<file path="config.mk">
export PLATFORM = sky130hd
export DESIGN_NAME = input_act_stream_ctrl
export DESIGN_NICKNAME = d
export VERILOG_FILES = /design/src/rtl/input_act_pkg.sv /design/src/rtl/input_act_stream_ctrl_fifo.sv /design/src/rtl/input_act_stream_ctrl.sv
export SDC_FILE = /design/constraint.sdc
export NUM_CORES = 2
export LEC_CHECK = 0
export ABC_AREA = 0
export BUFFER_PORTS_ARGS = -buffer_cell sky130_fd_sc_hd__buf_2
export CAP_MARGIN = 20
export CORE_MARGIN = 1
export CORE_UTILIZATION = 55
export DETAILED_ROUTE_END_ITERATION = 10
export HOLD_SLACK_MARGIN = 0.03
export PLACE_DENSITY = 0.71
export SLEW_MARGIN = 20
export SYNTH_ARGS = -nofsm -noshare
export SYNTH_HDL_FRONTEND = slang
export SYNTH_HIERARCHICAL = 1
export SYNTH_SLANG_ARGS = --single-unit
</file>
<file path="constraint.sdc">
create_clock -name CLK -period 7.2 [get_ports CLK]
set_input_delay 0 -clock CLK [delete_from_list [all_inputs] [get_ports CLK]]
set_output_delay 0 -clock CLK [all_outputs]
set_load 0.02 [all_outputs]
</file>
<file path="src/rtl/input_act_pkg.sv">
// Shared types and elaboration helpers for the input activation stream controller.
package input_act_pkg;

    typedef enum logic [1:0] {
        IDLE  = 2'd0,
        SHIFT = 2'd1,
        WAIT  = 2'd2
    } feed_state_t;

    // Number of output beats carried by one FIFO word.
    function automatic int beats(input int in_w, input int out_w);
        return in_w / out_w;
    endfunction

    function automatic bit is_pow2(input int v);
        return (v >= 2) && ((v & (v - 1)) == 0);
    endfunction

endpackage

</file>
<file path="src/rtl/input_act_stream_ctrl_fifo.sv">
// Synchronous FIFO with registered occupancy and flags. Writes while full are dropped;
// clear discards contents and any same-edge push.
module act_sync_fifo #(
    parameter int WIDTH = 32,
    parameter int DEPTH = 64
) (
    input  logic                       clk,
    input  logic                       rst,
    input  logic                       clear,
    input  logic                       push,
    input  logic [WIDTH-1:0]           push_data,
    input  logic                       pop,
    output logic [WIDTH-1:0]           head_data,
    output logic                       empty,
    output logic                       full,
    output logic [$clog2(DEPTH):0]     count
);
    localparam int AW = $clog2(DEPTH);
    localparam int CW = AW + 1;

    logic [WIDTH-1:0] mem [DEPTH];
    logic [AW-1:0]    wr_ptr;
    logic [AW-1:0]    rd_ptr;
    logic             push_ok;
    logic             pop_ok;
    logic [CW-1:0]    count_n;

    // Qualified push/pop and the occupancy they produce.
    always_comb begin
        push_ok = push & ~full & ~clear;
        pop_ok  = pop & ~empty & ~clear;
        count_n = count + CW'(push_ok) - CW'(pop_ok);
    end

    // Pointer, count and flag registers.
    always_ff @(posedge clk or posedge rst) begin
        if (rst) begin
            wr_ptr <= '0;
            rd_ptr <= '0;
            count  <= '0;
            empty  <= 1'b1;
            full   <= 1'b0;
        end else if (clear) begin
            wr_ptr <= '0;
            rd_ptr <= '0;
            count  <= '0;
            empty  <= 1'b1;
            full   <= 1'b0;
        end else begin
            if (push_ok) wr_ptr <= wr_ptr + AW'(1);
            if (pop_ok)  rd_ptr <= rd_ptr + AW'(1);
            count <= count_n;
            empty <= (count_n == '0);
            full  <= (count_n == CW'(DEPTH));
        end
    end

    // Storage array; contents need no reset since count gates every read.
    always_ff @(posedge clk) begin
        if (push_ok) mem[wr_ptr] <= push_data;
    end

    assign head_data = mem[rd_ptr];

endmodule

</file>
<file path="src/rtl/input_act_stream_ctrl.sv">
// Input activation stream controller: buffers host words and unpacks them LSB slice
// first into ready/valid beats, in counted or drain-until-empty mode.
//
// state | meaning
// IDLE  | no feed active, waiting for START_FEED with data queued
// SHIFT | presenting beats of the current word on DATA_OUT
// WAIT  | counted feed ran dry between words, waiting for a refill
module input_act_stream_ctrl
    import input_act_pkg::*;
#(
    parameter int INPUT_WIDTH  = 32,
    parameter int OUTPUT_WIDTH = 8,
    parameter int FIFO_DEPTH   = 64,
    parameter int CNT_W        = $clog2(FIFO_DEPTH) + 1
) (
    input  logic                    CLK,
    input  logic                    RESET,
    input  logic                    CLEAR_FIFO,
    input  logic                    FIFO_WR_CMD,
    input  logic [INPUT_WIDTH-1:0]  FIFO_WR_DATA,
    input  logic                    START_FEED,
    input  logic [CNT_W-1:0]        FEED_WORDS,
    input  logic                    DATA_READY,
    output logic                    FIFO_EMPTY,
    output logic                    FIFO_FULL,
    output logic [CNT_W-1:0]        FIFO_COUNT,
    output logic [OUTPUT_WIDTH-1:0] DATA_OUT,
    output logic                    DATA_VALID,
    output logic                    FEED_BUSY,
    output logic                    FEED_DONE
);
    localparam int BEATS = beats(INPUT_WIDTH, OUTPUT_WIDTH);
    localparam int BW    = (BEATS > 1) ? $clog2(BEATS) : 1;

    if (INPUT_WIDTH % OUTPUT_WIDTH != 0) begin : g_chk_width
        $error("INPUT_WIDTH must be an integer multiple of OUTPUT_WIDTH");
    end
    if (!is_pow2(FIFO_DEPTH)) begin : g_chk_depth
        $error("FIFO_DEPTH must be a power of two and at least 2");
    end

    feed_state_t            state, state_n;
    logic [INPUT_WIDTH-1:0] shreg;
    logic [INPUT_WIDTH-1:0] head_data;
    logic [BW-1:0]          beat_cnt;
    logic [CNT_W-1:0]       words_left, words_n;
    logic                   counted, counted_n;
    logic                   pop, load, shift, done_n;
    logic                   transfer, last_beat;

    act_sync_fifo #(
        .WIDTH (INPUT_WIDTH),
        .DEPTH (FIFO_DEPTH)
    ) u_fifo (
        .clk       (CLK),
        .rst       (RESET),
        .clear     (CLEAR_FIFO),
        .push      (FIFO_WR_CMD),
        .push_data (FIFO_WR_DATA),
        .pop       (pop),
        .head_data (head_data),
        .empty     (FIFO_EMPTY),
        .full      (FIFO_FULL),
        .count     (FIFO_COUNT)
    );

    assign DATA_VALID = (state == SHIFT);
    assign FEED_BUSY  = (state != IDLE);
    assign DATA_OUT   = shreg[OUTPUT_WIDTH-1:0];
    assign transfer   = DATA_VALID & DATA_READY;
    assign last_beat  = (beat_cnt == BW'(BEATS - 1));

    // Next-state, pop and load decisions; the next word is popped on the same edge
    // as the last beat so consecutive words stream without a bubble.
    always_comb begin
        state_n   = state;
        words_n   = words_left;
        counted_n = counted;
        pop       = 1'b0;
        load      = 1'b0;
        shift     = 1'b0;
        done_n    = 1'b0;
        case (state)
            IDLE: begin
                if (START_FEED && !FIFO_EMPTY) begin
                    pop       = 1'b1;
                    load      = 1'b1;
                    words_n   = FEED_WORDS;
                    counted_n = (FEED_WORDS != '0);
                    state_n   = SHIFT;
                end
            end
            SHIFT: begin
                if (transfer) begin
                    if (!last_beat) begin
                        shift = 1'b1;
                    end else begin
                        if (counted) words_n = words_left - CNT_W'(1);
                        if (counted && words_left == CNT_W'(1)) begin
                            state_n = IDLE;
                            done_n  = 1'b1;
                        end else if (!FIFO_EMPTY) begin
                            pop  = 1'b1;
                            load = 1'b1;
                        end else if (!counted) begin
                            state_n = IDLE;
                            done_n  = 1'b1;
                        end else begin
                            state_n = WAIT;
                        end
                    end
                end
            end
            WAIT: begin
                if (!FIFO_EMPTY) begin
                    pop     = 1'b1;
                    load    = 1'b1;
                    state_n = SHIFT;
                end
            end
            default: state_n = IDLE;
        endcase
        if (CLEAR_FIFO) begin
            state_n = IDLE;
            pop     = 1'b0;
            load    = 1'b0;
            shift   = 1'b0;
            done_n  = 1'b0;
        end
    end

    // State, counters and the shift register that supplies DATA_OUT.
    always_ff @(posedge CLK or posedge RESET) begin
        if (RESET) begin
            state      <= IDLE;
            shreg      <= '0;
            beat_cnt   <= '0;
            words_left <= '0;
            counted    <= 1'b0;
            FEED_DONE  <= 1'b0;
        end else begin
            state      <= state_n;
            words_left <= words_n;
            counted    <= counted_n;
            FEED_DONE  <= done_n;
            if (load) begin
                shreg    <= head_data;
                beat_cnt <= '0;
            end else if (shift) begin
                shreg    <= shreg >> OUTPUT_WIDTH;
                beat_cnt <= beat_cnt + BW'(1);
            end
        end
    end

endmodule

</file>
# == Word level (Yosys, flattened, before mapping) ==
# Memory sizes are Yosys's and may differ from the RTL's.
# Index checks and enable logic that the tools add are counted.
# totals
regBits,66
latch_bits,0
ramBits,2048
mem_bits_ro,0
in_bits,45
out_inout_bits,20
word_cells,99
mem_count,1
# classes
add_sub_neg,6
n_mul,0
div,0
magnitude_cmp,0
n_eq_ne,14
shift,0
muxes,45
bitwise,8
reduce_logical,14
# memory_table
name,words,width,rd,rd_ports_with_merged_regs,wr,line,source
u_fifo.mem,64,32,1,0,1,input_act_stream_ctrl_fifo.sv:21,logic [WIDTH-1:0] mem [DEPTH];
# ops
cell,count
32-bit 2-to-1 mux,2
7-bit 2-to-1 mux,5
6-bit 2-to-1 mux,4
1-bit 2-to-1 mux,21
2-bit 2-to-1 mux,10
7-bit case mux with 2 select lines,1
6-bit by 1-bit adder with 6-bit output (second input constant),2
5-bit AND reduction,2
2-bit nonzero test,5
7-bit by 1-bit adder with 7-bit output,1
7-bit by 1-bit == test with 1-bit output (second input constant),1
7-bit == test (second input constant),1
7-bit logical NOT,1
7-bit nonzero test,1
7-bit by 1-bit subtractor with 7-bit output,1
7-bit by 1-bit subtractor with 7-bit output (second input constant),1
2-bit by 1-bit inequality test with 1-bit output (second input constant),3
3-bit by 2-bit inequality test with 1-bit output (second input constant),2
3-bit inequality test (second input constant),2
2-bit case mux with 3 select lines,1
1-bit bitwise AND,5
2-bit == test (second input constant),2
4-bit by 2-bit inequality test with 1-bit output (second input constant),1
1-bit NOT,3
8 further kinds,9

# == Logic depth before layout (Yosys ltp) ==
# depth
depth_word,12
ltp_mapped,20
ltp_nobuf,18

# == Hierarchy ==
# The synthesis kept the hierarchy.
# by_module_without_submodules
mod,n_inst,cells_each,area_per_inst_um2,seq_area_each_um2
act_sync_fifo,1,3449,79274.8,62025.7
input_act_stream_ctrl,1,218,2414.8,1126.1

# == Worst setup path before layout ==
# No wires, ideal clock.
# synth_timing
path_type,register to register
from,register state[0]
to,register u_fifo.empty
t_arrival_ns,3.554
required_ns,7.109
slack_ns,3.556
path_stages_with_launch,20
n_path_buf,3
path_cell_list,dfrtp_1 buf_2 nor4_2 a31oi_4 inv_4 buf_6 nor2b_1 clkbuf_1 and2_1 ha_1 inv_1 ha_1 inv_1 fa_1 nor2b_1 o21ai_0 a21oi_1 nand2b_1 nand3_1 o31ai_1
# synth_between
elab_chain_len,10
word_cells_on_any_way,12
classes_between,1 x add/sub; 2 x eq/ne; 4 x mux; 3 x bitwise; 2 x reduce/logical
# synth_rtl
element,line,source
start: declaration,input_act_stream_ctrl.sv:42,"feed_state_t state, state_n;"
start signal: assignment,input_act_stream_ctrl.sv:142,state <= state_n;
2-bit by 1-bit == test with 1-bit output,--,
1-bit bitwise AND,input_act_stream_ctrl.sv:70,assign transfer = DATA_VALID & DATA_READY;
1-bit 2-to-1 mux,--,
1-bit case mux with 3 select lines (*),--,
1-bit 2-to-1 mux (*),--,
named net load,input_act_stream_ctrl.sv:48,"logic pop, load, shift, done_n;"
1-bit bitwise AND (*) (2 in a row),input_act_stream_ctrl_fifo.sv:31,pop_ok = pop & ~empty & ~clear;
7-bit by 1-bit subtractor with 7-bit output (*),input_act_stream_ctrl_fifo.sv:32,count_n = count + CW'(push_ok) - CW'(pop_ok);
7-bit logical NOT (*),input_act_stream_ctrl_fifo.sv:53,empty <= (count_n == '0);
1-bit 2-to-1 mux (*),input_act_stream_ctrl_fifo.sv:43,end else if (clear) begin
end signal: assignment,input_act_stream_ctrl_fifo.sv:53,
end: declaration,input_act_stream_ctrl_fifo.sv:14,"output logic empty,"
# The timed path passes the listed nets; every way through them passes the cells marked *.
# A chain may end at the register's enable or synchronous reset.

# == Worst setup path after layout ==
# layout_timing
from,register words_left[2]
to,register u_fifo.empty
# layout_between
elab_chain_len,12
# layout_rtl
element,line,source
start: declaration,input_act_stream_ctrl.sv:46,"logic [CNT_W-1:0] words_left, words_n;"
start signal: assignment,input_act_stream_ctrl.sv:143,words_left <= words_n;
7-bit by 1-bit == test with 1-bit output,input_act_stream_ctrl.sv:99,if (counted && words_left == CNT_W'(1)) begin
1-bit logical AND,input_act_stream_ctrl.sv:99,
1-bit 2-to-1 mux,input_act_stream_ctrl.sv:99,
1-bit 2-to-1 mux,input_act_stream_ctrl.sv:95,if (!last_beat) begin
1-bit 2-to-1 mux,input_act_stream_ctrl.sv:94,if (transfer) begin
1-bit case mux with 3 select lines,input_act_stream_ctrl.sv:83,case (state)
1-bit 2-to-1 mux,input_act_stream_ctrl.sv:123,if (CLEAR_FIFO) begin
1-bit bitwise AND (2 in a row),input_act_stream_ctrl_fifo.sv:31,
7-bit by 1-bit subtractor with 7-bit output,input_act_stream_ctrl_fifo.sv:32,
7-bit logical NOT,input_act_stream_ctrl_fifo.sv:53,
1-bit 2-to-1 mux,input_act_stream_ctrl_fifo.sv:43,
# Every way passes these cells.

==> impl_metrics.tcl <==
set metrics [dict create \
    outcome "finished, violations left" \
    violations "design-rule violations" \
    cpLargestDelayFamily "simple AND/OR/NAND/NOR gates" \
    end_kind "flip-flop" \
    fmax_mhz 220 \
    muxShareOfSynthArea_pct 16.5 \
    placed_area_mm2 0.0850 \
    synthAdderAreaFrac_pct 0.208 \
    cp_num_buf_inv 3 \
    drive_above_1_share_pct 27.3 \
    finClkSkew_ns 0.0304 \
    synth-simple-area-share_pct 1.67 \
    grt_max_degree 104 \
    drv_cap 0 \
    post_cts_buffers 0 \
    synth-edff-count 2048 \
    synth_compound_area_share_pct 2.66 \
    power_density_mw_per_mm2 280 \
    synth_xor_area_share_pct 0.150 \
    synth-seq-cells 2114 \
    cts_made_buffers 200 \
    drv_slew 0 \
    power_switching_mw 5.51 \
    worst_slew_pin_slew_ns 1.22 \
    die_w_um 387 \
    drt_wl_total_um 200000 \
    antenna_found_initial 13 \
    synth_fp_nets 3725 \
    finalInstanceArea_mm2 0.0922 \
    pwr-share-seq_pct 53.4 \
    core_area_mm2 0.147 \
    r2r-start "words_left[2]$_DFFE_PP0P_" \
    yosysWarnings 6 \
    hp-start "FEED_WORDS[6]" \
    p_clk_share_pct 40.5 \
    required_ns 7.94 \
    chipHeight_um 387 \
    path_max_fanout 18 \
    dr.pass1.iters 8 \
    root_buffer "clkbuf_16" \
    syn_area_mm2 0.0817 \
    synth-seq-area-share_pct 77.3 \
    start_util_pct 55.4 \
    combPwrFrac_pct 6.1 \
    critical_path.startpoint "words_left[2]$_DFFE_PP0P_" \
    gp_congestion 0.876 \
    irDropWorstVdd_uv 223 \
    internal_power_mw 20.3 \
    nets 3991 \
    path_clk_slew_ns 0.06 \
    nFillCells 9689 \
    max_stage_delay_ns 0.76 \
    setup_tns_ns 0 \
    ys.flop_type "edfxtp_1" \
    ant_nets 0 \
    power.leakage_nw 28.2 \
    port_buffers 64 \
    crit_path_cell_trace "nor2_1 -> nand4_4 -> a31oi_4 -> inv_4 -> nor2b_1 -> and2_1 -> ha_1 -> inv_1 -> ha_1 -> inv_1 -> fa_1 -> nor2b_1 -> o21ai_0 -> a21oi_1 -> nand2b_1 -> nand3_1 -> o31ai_1" \
    synth_cells 3667 \
    die_area_mm2 0.150 \
    critPathSlowestCell "a31oi_4" \
    hpwlAfterDp_um 104000 \
    worst_setup_path_start_kind "flip-flop" \
    grt_pass1_wl_um 286000 \
    async_reset_ff_share_pct 3.12 \
    hold_violations 0 \
    relSlewSlack_pct 18.4 \
    ys_types 67 \
    setup_viol 0 \
    cts_tree "built" \
    worstPathArrival_ns 5.28 \
    vias 39800 \
    area_growth_pct 12.9 \
    clockBufferDepth 3 \
    clock_latency_ns 0.83 \
    clock_sinks 2114 \
    drt_iter0_drc 5687 \
    grt_usage_pct 26.9 \
    ioPinCount 65 \
    fin_crit_ns 4.54 \
    switching_share_pct 21.3 \
    min_period_over_period_pct 63.1 \
    num_rows 141 \
    crit_type "reg -> reg" \
    drcViolationCount 4 \
    wl_per_cell_um 33.2 \
    synth.avg_cell_area_um2 22.3 \
    grt-ovfl-total 0 \
    hold_path.class "in -> reg" \
    htreeDepth 4 \
    vias_per_cell 6.61 \
    grt_pass1_vias 39900 \
    synth_top_family_by_area "multiplexers" \
    rsz0062_at_grt "no" \
]
-- layout by cell type, fill, tap and decap left out, types with 12 or more instances in the layout --
cell type,instances
mux2_2,18
nor2_1,53
dlygate4sd3_1,65
dfrtp_1,59
nand2_1,56
clkinv_1,40
inv_1,28
nor3_1,16
nor2_4,64
bufinv_16,22
nor2b_1,15
o21ai_0,67
buf_4,133
mux2i_1,143
o221ai_1,13
a21oi_1,53
and2_1,24
ha_1,12
clkbuf_16,204
a22oi_1,27
edfxtp_1,2048
a221oi_1,23
o22ai_1,33
buf_12,12
mux4_2,527
buf_2,60
clkinv_2,36
a221o_1,16
nand3_1,17
a211oi_1,31
clkbuf_1,46
-- cells in the mapped netlist, drive strengths merged, types with 31 or more instances --
| cell | n | area share, % |
|---|---|---|
| a211oi | 31 | 0.28 |
| a21oi | 53 | 0.32 |
| buf | 141 | 1.0 |
| clkbuf | 65 | 0.30 |
| dfrtp | 65 | 2.0 |
| edfxtp | 2048 | 75 |
| mux2i | 143 | 1.8 |
| mux4 | 527 | 15 |
| nand2 | 56 | 0.26 |
| nor2 | 117 | 0.54 |
| o21ai | 73 | 0.45 |
| o22ai | 33 | 0.25 |
-- flip-flops by register name, summed over array words and instances (netlist names) --
register / count
FEED_DONE: 1
beat_cnt: 2
counted: 1
shreg: 32
state: 2
u_fifo/count: 7
u_fifo/empty: 1
u_fifo/full: 1
u_fifo/mem: 2048
u_fifo/rd_ptr: 6
u_fifo/wr_ptr: 6
words_left: 7
-- worst min-delay path, delay by kind of cell --
kind            cells  cell delay (ns)
buf+inv             2             0.66
compound gates      2             0.23
-- layout make-up --
| cell class | count | area (um^2) | area share [%] |
|---|---|---|---|
| multi-input combinational | 1315 | 17800 | 19.3 |
| timing repair buffer | 270 | 2190 | 2.38 |
| sequential | 2114 | 63200 | 68.5 |
| tap | 1930 | 2410 | 2.62 |
| clock inverter | 112 | 1140 | 1.24 |
| inverter | 32 | 124 | 0.134 |
| antenna | 1 | 2.50 | 0.00271 |
| clock buffer | 254 | 5330 | 5.78 |
-- power by group through the flow --
stage               clock network, mW  registers [mW]  logic, mW
global route                     11.0            13.8       1.69
finish                           10.5            13.8       1.58
detailed placement                  0            14.1       1.51
floorplan                           0            14.0       1.00
global placement                    0            14.1       1.48
CTS                              10.6            13.8       1.58
-- path summary, 6_finish.rpt --
| kind | to | depth (start not counted) | slack (ns) |
|---|---|---|---|
| worst max-delay path | u_fifo/empty$_DFF_PP1_ | 17 | 2.66 |
| worst min-delay path | words_left[6]$_DFFE_PP0P_ | 4 | 0.10 |
| worst max register to register | u_fifo/empty$_DFF_PP1_ | 17 | 2.66 |
| worst min register to register | shreg[9]$_DFFE_PP0P_ | 1 | 0.51 |
| max in group asynchronous | u_fifo/rd_ptr[3]$_DFFE_PP0P_ | 4 | 5.97 |
| min in group asynchronous | state[1]$_DFFE_PP0P_ | 4 | 0.46 |
-- per-layer routing --
layer	track usage (%)	vias up	wire (um)
met1	38.3	21300	76200
li1	-	16000	-
met4	9.05	4	6510
met3	4.89	334	19800
met5	0	-	24
met2	42.8	2174	97400
-- per-stage QoR --
stage,worst slack (ns),hold slack [ns],std cells,total power [mW],utilization [%]
after floorplan,3.56,-0.0242,3667,15.0,-
after global placement,2.87,0.249,5595,15.5,57.7
after detailed placement,2.86,0.263,5596,15.6,57.7
after CTS,2.78,0.0429,6027,26.0,62.5
after global routing,2.41,0.140,6027,26.5,62.5
final,2.66,0.101,6028,25.9,62.5
-- kinds of logic (layout without fill, tap and decap cells) --
group | after synthesis | count (layout)
other | 0 | 1
flip-flops | 2114 | 2114
buffers and inverters | 238 | 668
adder cells (fa/ha/maj) | 13 | 13
multiplexers | 688 | 688
XOR/XNOR | 14 | 14
AND/OR/NAND/NOR | 283 | 283
AO/OA/AOI/OAI | 317 | 317
-- what timing repair did --
item                      4_1_cts  5_1_grt
hold endpoints to repair     2147        0
resized for setup               0        0
hold buffers                   65        0
No activity file was read; power rests on OpenSTA's default activity.
